==> src/rtl/count_ctrl_if.sv <==
// -----------------------------------------------------------------------------
// count_ctrl_if
// Groups the serial command port and the downstream counter controls of
// count_ctrl into one bundle.
//
//   cs_n      : serial frame select, active-low, asynchronous pin
//   sck       : serial clock, asynchronous pin, data sampled on rising edge
//   mosi      : serial data, MSB first
//   load      : one-cycle load strobe to the counter
//   load_data : value presented with load, held until the next LOAD
//   en        : count enable to the counter
//   oe        : tri-state enable for the counter's q_z output
//   busy      : high while a STEP sequence is in progress
//   err       : sticky unknown-command flag
//
// master : the serial host side (drives the pins, observes the controls)
// slave  : count_ctrl itself
// -----------------------------------------------------------------------------
interface count_ctrl_if;
    logic       cs_n;
    logic       sck;
    logic       mosi;
    logic       load;
    logic [7:0] load_data;
    logic       en;
    logic       oe;
    logic       busy;
    logic       err;

    modport master (
        output cs_n,
        output sck,
        output mosi,
        input  load,
        input  load_data,
        input  en,
        input  oe,
        input  busy,
        input  err
    );

    modport slave (
        input  cs_n,
        input  sck,
        input  mosi,
        output load,
        output load_data,
        output en,
        output oe,
        output busy,
        output err
    );
endinterface

==> src/rtl/count_ctrl.sv <==
// -----------------------------------------------------------------------------
// count_ctrl
// Serial command front end for a downstream counter. A 16-bit frame
// {cmd[7:0], data[7:0]} is shifted in MSB first while cs_n is low and is
// executed once, on the clk edge after the 16th bit lands.
//
// Ports:
//   clk   : single system clock, all state on its rising edge
//   rst_n : asynchronous active-low reset
//   bus   : count_ctrl_if.slave -- serial pins in, counter controls out
//
// Commands:
//   0x00 NOP  clear err
//   0x01 LOAD load_data = data, one-cycle load pulse
//   0x02 RUN  en held high
//   0x03 STOP en low
//   0x04 STEP en high for exactly data cycles (data = 0 behaves like STOP)
//   0x05 OE   oe = data[0]
//   other     set err
// -----------------------------------------------------------------------------
module count_ctrl (
    input  logic         clk,
    input  logic         rst_n,
    count_ctrl_if.slave  bus
);

    localparam logic [7:0] CmdNop  = 8'h00;
    localparam logic [7:0] CmdLoad = 8'h01;
    localparam logic [7:0] CmdRun  = 8'h02;
    localparam logic [7:0] CmdStop = 8'h03;
    localparam logic [7:0] CmdStep = 8'h04;
    localparam logic [7:0] CmdOe   = 8'h05;

    localparam logic [4:0] FrameBits = 5'd16;

    typedef enum logic {
        ShIdle,
        ShShift
    } sh_state_e;

    typedef enum logic [1:0] {
        ModeStopped,
        ModeRunning,
        ModeStepping
    } mode_e;

    // -------------------------------------------------------------------------
    // Input synchronizers
    // -------------------------------------------------------------------------
    logic cs_s1_q, cs_s2_q;
    logic sck_s1_q, sck_s2_q, sck_s3_q;
    logic mosi_s1_q, mosi_s2_q;
    logic sck_rise;

    always_ff @(posedge clk or negedge rst_n) begin
        if (!rst_n) begin
            cs_s1_q   <= 1'b0;
            cs_s2_q   <= 1'b0;
            sck_s1_q  <= 1'b0;
            sck_s2_q  <= 1'b0;
            sck_s3_q  <= 1'b0;
            mosi_s1_q <= 1'b0;
            mosi_s2_q <= 1'b0;
        end else begin
            cs_s1_q   <= bus.cs_n;
            cs_s2_q   <= cs_s1_q;
            sck_s1_q  <= bus.sck;
            sck_s2_q  <= sck_s1_q;
            sck_s3_q  <= sck_s2_q;
            mosi_s1_q <= bus.mosi;
            mosi_s2_q <= mosi_s1_q;
        end
    end

    assign sck_rise = sck_s2_q & ~sck_s3_q;

    // -------------------------------------------------------------------------
    // Shift FSM
    // -------------------------------------------------------------------------
    sh_state_e   sh_state_q, sh_state_d;
    logic [15:0] shreg_q, shreg_d;
    logic [4:0]  bit_cnt_q, bit_cnt_d;
    logic        done_q, done_d;
    // The synchronizers reset to 0, which looks like a selected frame. armed
    // only sets once cs_n has been seen high, so a frame is accepted after
    // reset only following a genuine cs_n falling edge.
    logic        armed_q, armed_d;
    logic        exec;
    logic [7:0]  cmd;
    logic [7:0]  data;

    assign exec = (sh_state_q == ShShift) && (bit_cnt_q == FrameBits) && !done_q;
    assign cmd  = shreg_q[15:8];
    assign data = shreg_q[7:0];

    always_comb begin
        sh_state_d = sh_state_q;
        shreg_d    = shreg_q;
        bit_cnt_d  = bit_cnt_q;
        done_d     = done_q | exec;
        armed_d    = armed_q | cs_s2_q;

        unique case (sh_state_q)
            ShIdle: begin
                if (!cs_s2_q && armed_q) begin
                    sh_state_d = ShShift;
                    shreg_d    = 16'h0000;
                    bit_cnt_d  = 5'd0;
                    done_d     = 1'b0;
                    armed_d    = 1'b0;
                end
            end
            ShShift: begin
                if (cs_s2_q) begin
                    // Short frames simply die here; nothing was executed.
                    sh_state_d = ShIdle;
                end else if (sck_rise && (bit_cnt_q != FrameBits)) begin
                    shreg_d   = {shreg_q[14:0], mosi_s2_q};
                    bit_cnt_d = bit_cnt_q + 5'd1;
                end
            end
            default: sh_state_d = ShIdle;
        endcase
    end

    always_ff @(posedge clk or negedge rst_n) begin
        if (!rst_n) begin
            sh_state_q <= ShIdle;
            shreg_q    <= 16'h0000;
            bit_cnt_q  <= 5'd0;
            done_q     <= 1'b0;
            armed_q    <= 1'b0;
        end else begin
            sh_state_q <= sh_state_d;
            shreg_q    <= shreg_d;
            bit_cnt_q  <= bit_cnt_d;
            done_q     <= done_d;
            armed_q    <= armed_d;
        end
    end

    // -------------------------------------------------------------------------
    // Mode FSM and command execution
    // -------------------------------------------------------------------------
    mode_e      mode_q, mode_d;
    logic [7:0] step_q, step_d;
    logic       load_q, load_d;
    logic [7:0] load_data_q, load_data_d;
    logic       oe_q, oe_d;
    logic       err_q, err_d;

    always_comb begin
        mode_d      = mode_q;
        step_d      = step_q;
        load_d      = 1'b0;
        load_data_d = load_data_q;
        oe_d        = oe_q;
        err_d       = err_q;

        // Step countdown runs every cycle, including one where a non-mode
        // command executes. The last step cycle is the one with step_q == 1.
        if (mode_q == ModeStepping) begin
            if (step_q <= 8'd1) begin
                mode_d = ModeStopped;
                step_d = 8'd0;
            end else begin
                step_d = step_q - 8'd1;
            end
        end

        // Mode-changing commands override the countdown above.
        if (exec) begin
            case (cmd)
                CmdNop: err_d = 1'b0;
                CmdLoad: begin
                    load_d      = 1'b1;
                    load_data_d = data;
                end
                CmdRun: begin
                    mode_d = ModeRunning;
                    step_d = 8'd0;
                end
                CmdStop: begin
                    mode_d = ModeStopped;
                    step_d = 8'd0;
                end
                CmdStep: begin
                    if (data == 8'd0) begin
                        mode_d = ModeStopped;
                        step_d = 8'd0;
                    end else begin
                        mode_d = ModeStepping;
                        step_d = data;
                    end
                end
                CmdOe:   oe_d  = data[0];
                default: err_d = 1'b1;
            endcase
        end
    end

    always_ff @(posedge clk or negedge rst_n) begin
        if (!rst_n) begin
            mode_q      <= ModeStopped;
            step_q      <= 8'd0;
            load_q      <= 1'b0;
            load_data_q <= 8'h00;
            oe_q        <= 1'b0;
            err_q       <= 1'b0;
        end else begin
            mode_q      <= mode_d;
            step_q      <= step_d;
            load_q      <= load_d;
            load_data_q <= load_data_d;
            oe_q        <= oe_d;
            err_q       <= err_d;
        end
    end

    assign bus.load      = load_q;
    assign bus.load_data = load_data_q;
    assign bus.en        = (mode_q != ModeStopped);
    assign bus.busy      = (mode_q == ModeStepping);
    assign bus.oe        = oe_q;
    assign bus.err       = err_q;

endmodule

==> src/flat_wrapper.sv <==
// flat-port wrapper written by rule: the top's interface ports become plain ports
module count_ctrl_flat 
  (clk, rst_n, bus_cs_n, bus_sck, bus_mosi, bus_load, bus_load_data, bus_en, bus_oe, bus_busy, bus_err);
  count_ctrl_if bus_i ();
  input  logic clk;
  input  logic rst_n;
  input wire logic [$bits(bus_i.cs_n)-1:0] bus_cs_n;
  input wire logic [$bits(bus_i.sck)-1:0] bus_sck;
  input wire logic [$bits(bus_i.mosi)-1:0] bus_mosi;
  output wire logic [$bits(bus_i.load)-1:0] bus_load;
  output wire logic [$bits(bus_i.load_data)-1:0] bus_load_data;
  output wire logic [$bits(bus_i.en)-1:0] bus_en;
  output wire logic [$bits(bus_i.oe)-1:0] bus_oe;
  output wire logic [$bits(bus_i.busy)-1:0] bus_busy;
  output wire logic [$bits(bus_i.err)-1:0] bus_err;
  assign bus_i.cs_n = bus_cs_n;
  assign bus_i.sck = bus_sck;
  assign bus_i.mosi = bus_mosi;
  assign bus_load = bus_i.load;
  assign bus_load_data = bus_i.load_data;
  assign bus_en = bus_i.en;
  assign bus_oe = bus_i.oe;
  assign bus_busy = bus_i.busy;
  assign bus_err = bus_i.err;
  count_ctrl u_core (.clk(clk), .rst_n(rst_n), .bus(bus_i));
endmodule
==> config.mk <==
export PLATFORM = sky130hd
export DESIGN_NAME = count_ctrl_flat
export DESIGN_NICKNAME = d
export VERILOG_FILES = /design/src/rtl/count_ctrl_if.sv /design/src/rtl/count_ctrl.sv /design/src/flat_wrapper.sv
export SDC_FILE = /design/constraint.sdc
export NUM_CORES = 1
export LEC_CHECK = 0
export ABC_CLOCK_PERIOD_IN_PS = 2400
export CORE_MARGIN = 4
export CORE_UTILIZATION = 30
export DETAILED_ROUTE_END_ITERATION = 12
export DONT_BUFFER_PORTS = 1
export PLACE_DENSITY_LB_ADDON = 0.05
export SYNTH_ARGS = -nofsm -noshare
export SYNTH_HDL_FRONTEND = slang
export SYNTH_SLANG_ARGS = --single-unit
export TNS_END_PERCENT = 100
==> constraint.sdc <==
create_clock -name clk -period 2.4 [get_ports clk]
set_clock_uncertainty 0.1 [all_clocks]
set_input_delay 0.24 -clock clk [delete_from_list [all_inputs] [get_ports clk]]
set_output_delay 0.24 -clock clk [all_outputs]
set_load 0.05 [all_outputs]
### Word level (Yosys, flattened, before mapping)

Cells that the tools add are included.

| storage, ports and cells | value |
|---|---|
| bits of input ports | 5 |
| memories | 0 |
| flip-flop bits (word level) | 52 |
| bits in read-only memories | 0 |
| RAM bits | 0 |
| output and inout bits | 13 |
| bits in latches | 0 |

| cells by class | value |
|---|---|
| divide/modulo/power cells | 0 |
| shift-type cells | 0 |
| bitwise logic cells | 6 |
| add/subtract/negate cells | 2 |
| reductions and logical operators | 15 |
| magnitude comparators | 1 |
| mux-type cells | 28 |
| eq/ne operators | 11 |
| multiply operators | 0 |

Operators with widths:

| cell | number |
|---|---|
| 16-bit 2-to-1 mux | 3 |
| 8-bit 2-to-1 mux | 4 |
| 16-bit case mux with 2 select lines | 1 |
| 8-bit by 2-bit equality test with 1-bit output, second input constant | 2 |
| 8-bit by 3-bit equality test with 1-bit output, second input constant | 2 |
| 8-bit logical NOT | 2 |
| 8-bit case mux with 2 select lines | 1 |
| 5-bit 2-to-1 mux | 3 |
| 5-bit case mux with 2 select lines | 1 |
| 8-bit by 1-bit equality test with 1-bit output, second input constant | 1 |
| 8-bit by 1-bit less-or-equal comparator with 1-bit output, second input constant | 1 |
| 1-bit 2-to-1 mux | 8 |
| 2-bit 2-to-1 mux | 4 |
| 8-bit by 1-bit subtractor with 8-bit output, second input constant | 1 |
| 2-bit case mux with 3 select lines | 1 |
| 2-bit AND reduction | 3 |
| 5-bit by 1-bit adder with 5-bit output, second input constant | 1 |
| 5-bit equality test, second input constant | 1 |
| 5-bit != test, second input constant | 1 |
| 5-bit OR reduction | 1 |
| 1-bit logical AND | 4 |
| 2-bit != test, second input constant | 2 |
| 1-bit case mux with 2 select lines | 2 |
| 1-bit inverter | 3 |
| 8 further kinds | 10 |

### Longest topological paths before layout

| depth | value |
|---|---|
| depth in word-level cells | 6 |
| depth in mapped cells | 7 |
| depth with buffers taken out | 6 |

### Worst setup path before layout

No wires, ideal clock.

| timing path | value |
|---|---|
| path type | register to register |
| from | register u_core.bit_cnt_q[2] |
| to | register u_core.load_data_q[0] (netlist: u_core.bus.load_data[0]) |
| buffers on the path | 1 |
| required time | 2.175 ns |
| stages on the path, launching flop included | 6 |
| arrival | 1.819 ns |
| setup time | 0.125 ns |
| path slack | 0.355 ns |
| cell sequence | dfrtp_1 -> and4bb_2 -> nand3_4 -> or4_1 -> buf_6 -> mux2_4 |

| between the ends | value |
|---|---|
| longest elaborated chain between the ends | 4 |

RTL lines:

| element | line | RTL |
|---|---|---|
| start, declared | count_ctrl.sv:82 | `logic [4:0] bit_cnt_q, bit_cnt_d;` |
| start signal, assigned | count_ctrl.sv:136 | `bit_cnt_q <= bit_cnt_d;` |
| 5-bit equality test | count_ctrl.sv:92 | `assign exec = (sh_state_q == ShShift) && (bit_cnt_q == FrameBits) && !done_q;` |
| 1-bit logical AND (2 in series) | count_ctrl.sv:92 |  |
| 2-bit AND reduction (no line) | n/a |  |
| end signal, assigned | count_ctrl.sv:214 | `load_data_q <= load_data_d;` |
| end, declared | count_ctrl.sv:148 | `logic [7:0] load_data_q, load_data_d;` |

No other way between the ends.
A chain may end at the register's enable or synchronous reset.

### Worst setup path after layout

| timing path | value |
|---|---|
| from | register u_core.bit_cnt_q[2] |
| to | register u_core.load_data_q[5] (netlist: u_core.bus.load_data[5]) |

Same word-level chain as after synthesis.

==> flow_summary.json <==
{
  "run_status": "completed",
  "async_reset_ff_share_pct": 100.0,
  "route.detailed.drc": 0,
  "clkSlewWorstSetupHoldPaths_ns": 0.09,
  "io_buffer_count": 0,
  "grtUsageMet1_pct": 16.41,
  "synth_edf_count": 0,
  "postCtsSetupBuffers": 0,
  "relSlewSlack_pct": 63.13,
  "synth_top_area_share_pct": 55.61,
  "syn-cell-area_mm2": 0.002340,
  "initial_utilization_pct": 31.58,
  "place.gp.congestion": 0.7587,
  "stdcell_count": 327,
  "critPathCaptureType": "register",
  "fillers": 748,
  "wl_per_cell_um": 14.28,
  "numClockSinks": 52,
  "dieHeight_um": 96.31,
  "die_x_um": 96.31,
  "synthFlopType": "dfrtp_1",
  "first_pass_iters": 4,
  "timing.final.ws_setup_ns": 0.2643,
  "synth_common_cells": "dfrtp_1, nand2_1, o21ai_0",
  "dp.cells": 314,
  "critPathLaunchType": "register",
  "io_pins": 18,
  "antenna_cells": 0,
  "grt_max_degree": 53,
  "final_max_slew_viol_count": 0,
  "crit_path_max_incr_delay_ns": 0.66,
  "critPathMaxFanout": 9,
  "min_path_type": "register to register",
  "syn_area_per_cell_um2": 10.68,
  "grt_usage_pct": 11.12,
  "cts_root_buffer": "clkbuf_8",
  "cts_htree_levels": 2,
  "use_met3_pct": 2.346,
  "fp-row-count": 31,
  "grt_overflow": 0,
  "finalCriticalPeriod_ns": 2.136,
  "die_area_mm2": 0.009276,
  "synth_compound_area_share_pct": 13.64,
  "num_vias": 1567,
  "cts_buffer_depth": 2,
  "hold_ws_ns": 0.2542,
  "ys_seq_area_share_pct": 55.61,
  "syn_inst": 219,
  "worst-setup-path-type": "register to register",
  "dpl.hpwl_mm": 3.275,
  "routed_via_density": 4.792,
  "dpl_cell_area_mm2": 0.002460,
  "place_ws_ns": 0.05664,
  "core_mm2": 0.007408,
  "p_leak_nw": 1.142,
  "synth_largest_area_cell": "dfrtp_1",
  "drive_above_1_share_pct": 12.72,
  "synth-xor-area-share_pct": 2.246,
  "wirelength_mm": 4.670,
  "cts_tree": "yes",
  "rsz0062_at_grt": "no",
  "ys_top_cells_by_area": "dfrtp_1, nand2_1, mux2_4",
  "grt_pass1_wl_mm": 7.859,
  "final_nets": 236,
  "p_per_area_mw_per_mm2": 584.3,
  "fin_tns_setup_ns": 0,
  "antenna_found_initial": 0,
  "drtIter0Drc": 92,
  "cp.arrival_ns": 2.22,
  "top_usage_layer": "met1",
  "yosysMostFrequentCell": "dfrtp_1",
  "finalSetupViolCount": 0,
  "cp.required_ns": 2.49,
  "yosys.area_share.simple_pct": 16.74,
  "finalCritPeriodShare_pct": 88.99,
  "stdcell_area_mm2": 0.002625,
  "area_growth_pct": 12.19,
  "cp_slowest_cell": "or4_4",
  "ys_seq_elements": 52,
  "numCtsBuffers": 5,
  "max_clock_freq_ghz": 0.4682,
  "synth_fp_nets": 228,
  "hold_viol_final": 0,
  "clk_latency_ns": 0.30,
  "synth_adder_area_share_pct": 2.139,
  "worst_pin_slew_ns": 0.5530,
  "grt_use_met2_pct": 16.33,
  "muxShareOfSynthArea_pct": 6.096,
  "maxCapViolations": 0,
  "synthDistinctLibCells": 40,
  "ys_warn_count": 0,
  "grt_pass1_vias": 1515,
  "synth_top_family_by_area": "simple AND/OR/NAND/NOR gates",
  "antenna_left": 0,
  "vdd_drop_max_v": 0.0002418,
  "crit_chain": "and4bb_2 > nand3_4 > or4_4 > mux2_4"
}
worst paths after layout:
check / start / end / slack (ns) / cells past startpoint
max: u_core.bit_cnt_q[2]$_DFFE_PN0P_ / u_core.bus.load_data[5]$_DFFE_PN0P_ / 0.26 / 4
max in group asynchronous: rst_n / u_core.shreg_q[10]$_DFFE_PN0P_ / 1.62 / 2
min: u_core.sck_s1_q$_DFF_PN0_ / u_core.sck_s2_q$_DFF_PN0_ / 0.25 / 0
max reg2reg: u_core.bit_cnt_q[2]$_DFFE_PN0P_ / u_core.bus.load_data[5]$_DFFE_PN0P_ / 0.26 / 4
min reg2reg: u_core.sck_s1_q$_DFF_PN0_ / u_core.sck_s2_q$_DFF_PN0_ / 0.25 / 0
min in group asynchronous: rst_n / u_core.step_q[5]$_DFF_PN0_ / 0.35 / 2
stage by stage:
| step | utilization (%) | power (W) |
|---|---|---|
| finish | 35.43 | 0.001534 |
| floorplan | - | 0.0009893 |
| CTS | 35.38 | 0.001564 |
| global placement | 33.20 | 0.001012 |
| global route | 35.43 | 0.001616 |
| detailed placement | 33.20 | 0.001014 |
metal layers:
layer	vias to the layer above	wire length [um]
li1	777	-
met1	765	2375
met2	20	2101
met3	5	136
met4	0	57
met5	-	0
cell usage in the layout (no fill, tap or decap), types with 3 or more instances in the layout:
| master | netlist | layout |
|---|---|---|
| o21ai_0 | 22 | 22 |
| buf_4 | 0 | 5 |
| nand2_1 | 44 | 44 |
| o2bb2ai_1 | 9 | 9 |
| dfrtp_1 | 52 | 52 |
| nand2b_1 | 3 | 3 |
| inv_1 | 11 | 11 |
| nor4_1 | 6 | 6 |
| ha_1 | 4 | 4 |
| nand3_1 | 3 | 3 |
| clkbuf_8 | 0 | 6 |
| dlygate4sd3_1 | 0 | 4 |
| nor2_1 | 8 | 8 |
| mux2_4 | 8 | 8 |
| xor2_1 | 4 | 4 |
| a21oi_1 | 4 | 4 |
cell families after synthesis:
family / after synthesis
simple gates: 79
xor+xnor: 6
compound gates: 48
fa+ha+maj: 4
mux: 10
flops: 52
buf+inv: 20
flip-flops by register name, summed over array words and instances (netlist names), 2 cells and up:
signal,count
u_core.mode_q,2
u_core.step_q,8
u_core.bit_cnt_q,5
u_core.bus.load_data,8
u_core.shreg_q,16
power breakdown:
part	internal, W	leakage [nW]	total (W)	switching (W)
Clock	0.000235	0.0445	0.000511	0.000276
Sequential	0.000897	0.703	0.000922	0.0000244
Combinational	0.0000337	0.394	0.000101	0.0000675
layout make-up:
class	count	area, um2	share of cell area [%]
Sequential cell	52	1301	49.57
Tap cell	99	123.9	4.719
Inverter	11	41.29	1.573
Clock inverter	1	7.507	0.2860
Timing Repair Buffer	10	105.1	4.004
Multi-Input combinational cell	147	959.7	36.56
Clock buffer	7	86.33	3.289
critical path, delay by kind of cell, from the launching register on:
family	cells	cell delay, ns
flip-flops	1	0.42
AND/OR/NAND/NOR	3	1.18
multiplexers	1	0.33
timing repair:
item / in CTS / in global routing
setup endpoints to repair: 0 / 8
resized for setup: 0 / 1
hold endpoints to repair: 55 / 0
hold buffers: 5 / 0
No activity file was read; power rests on OpenSTA's default activity.
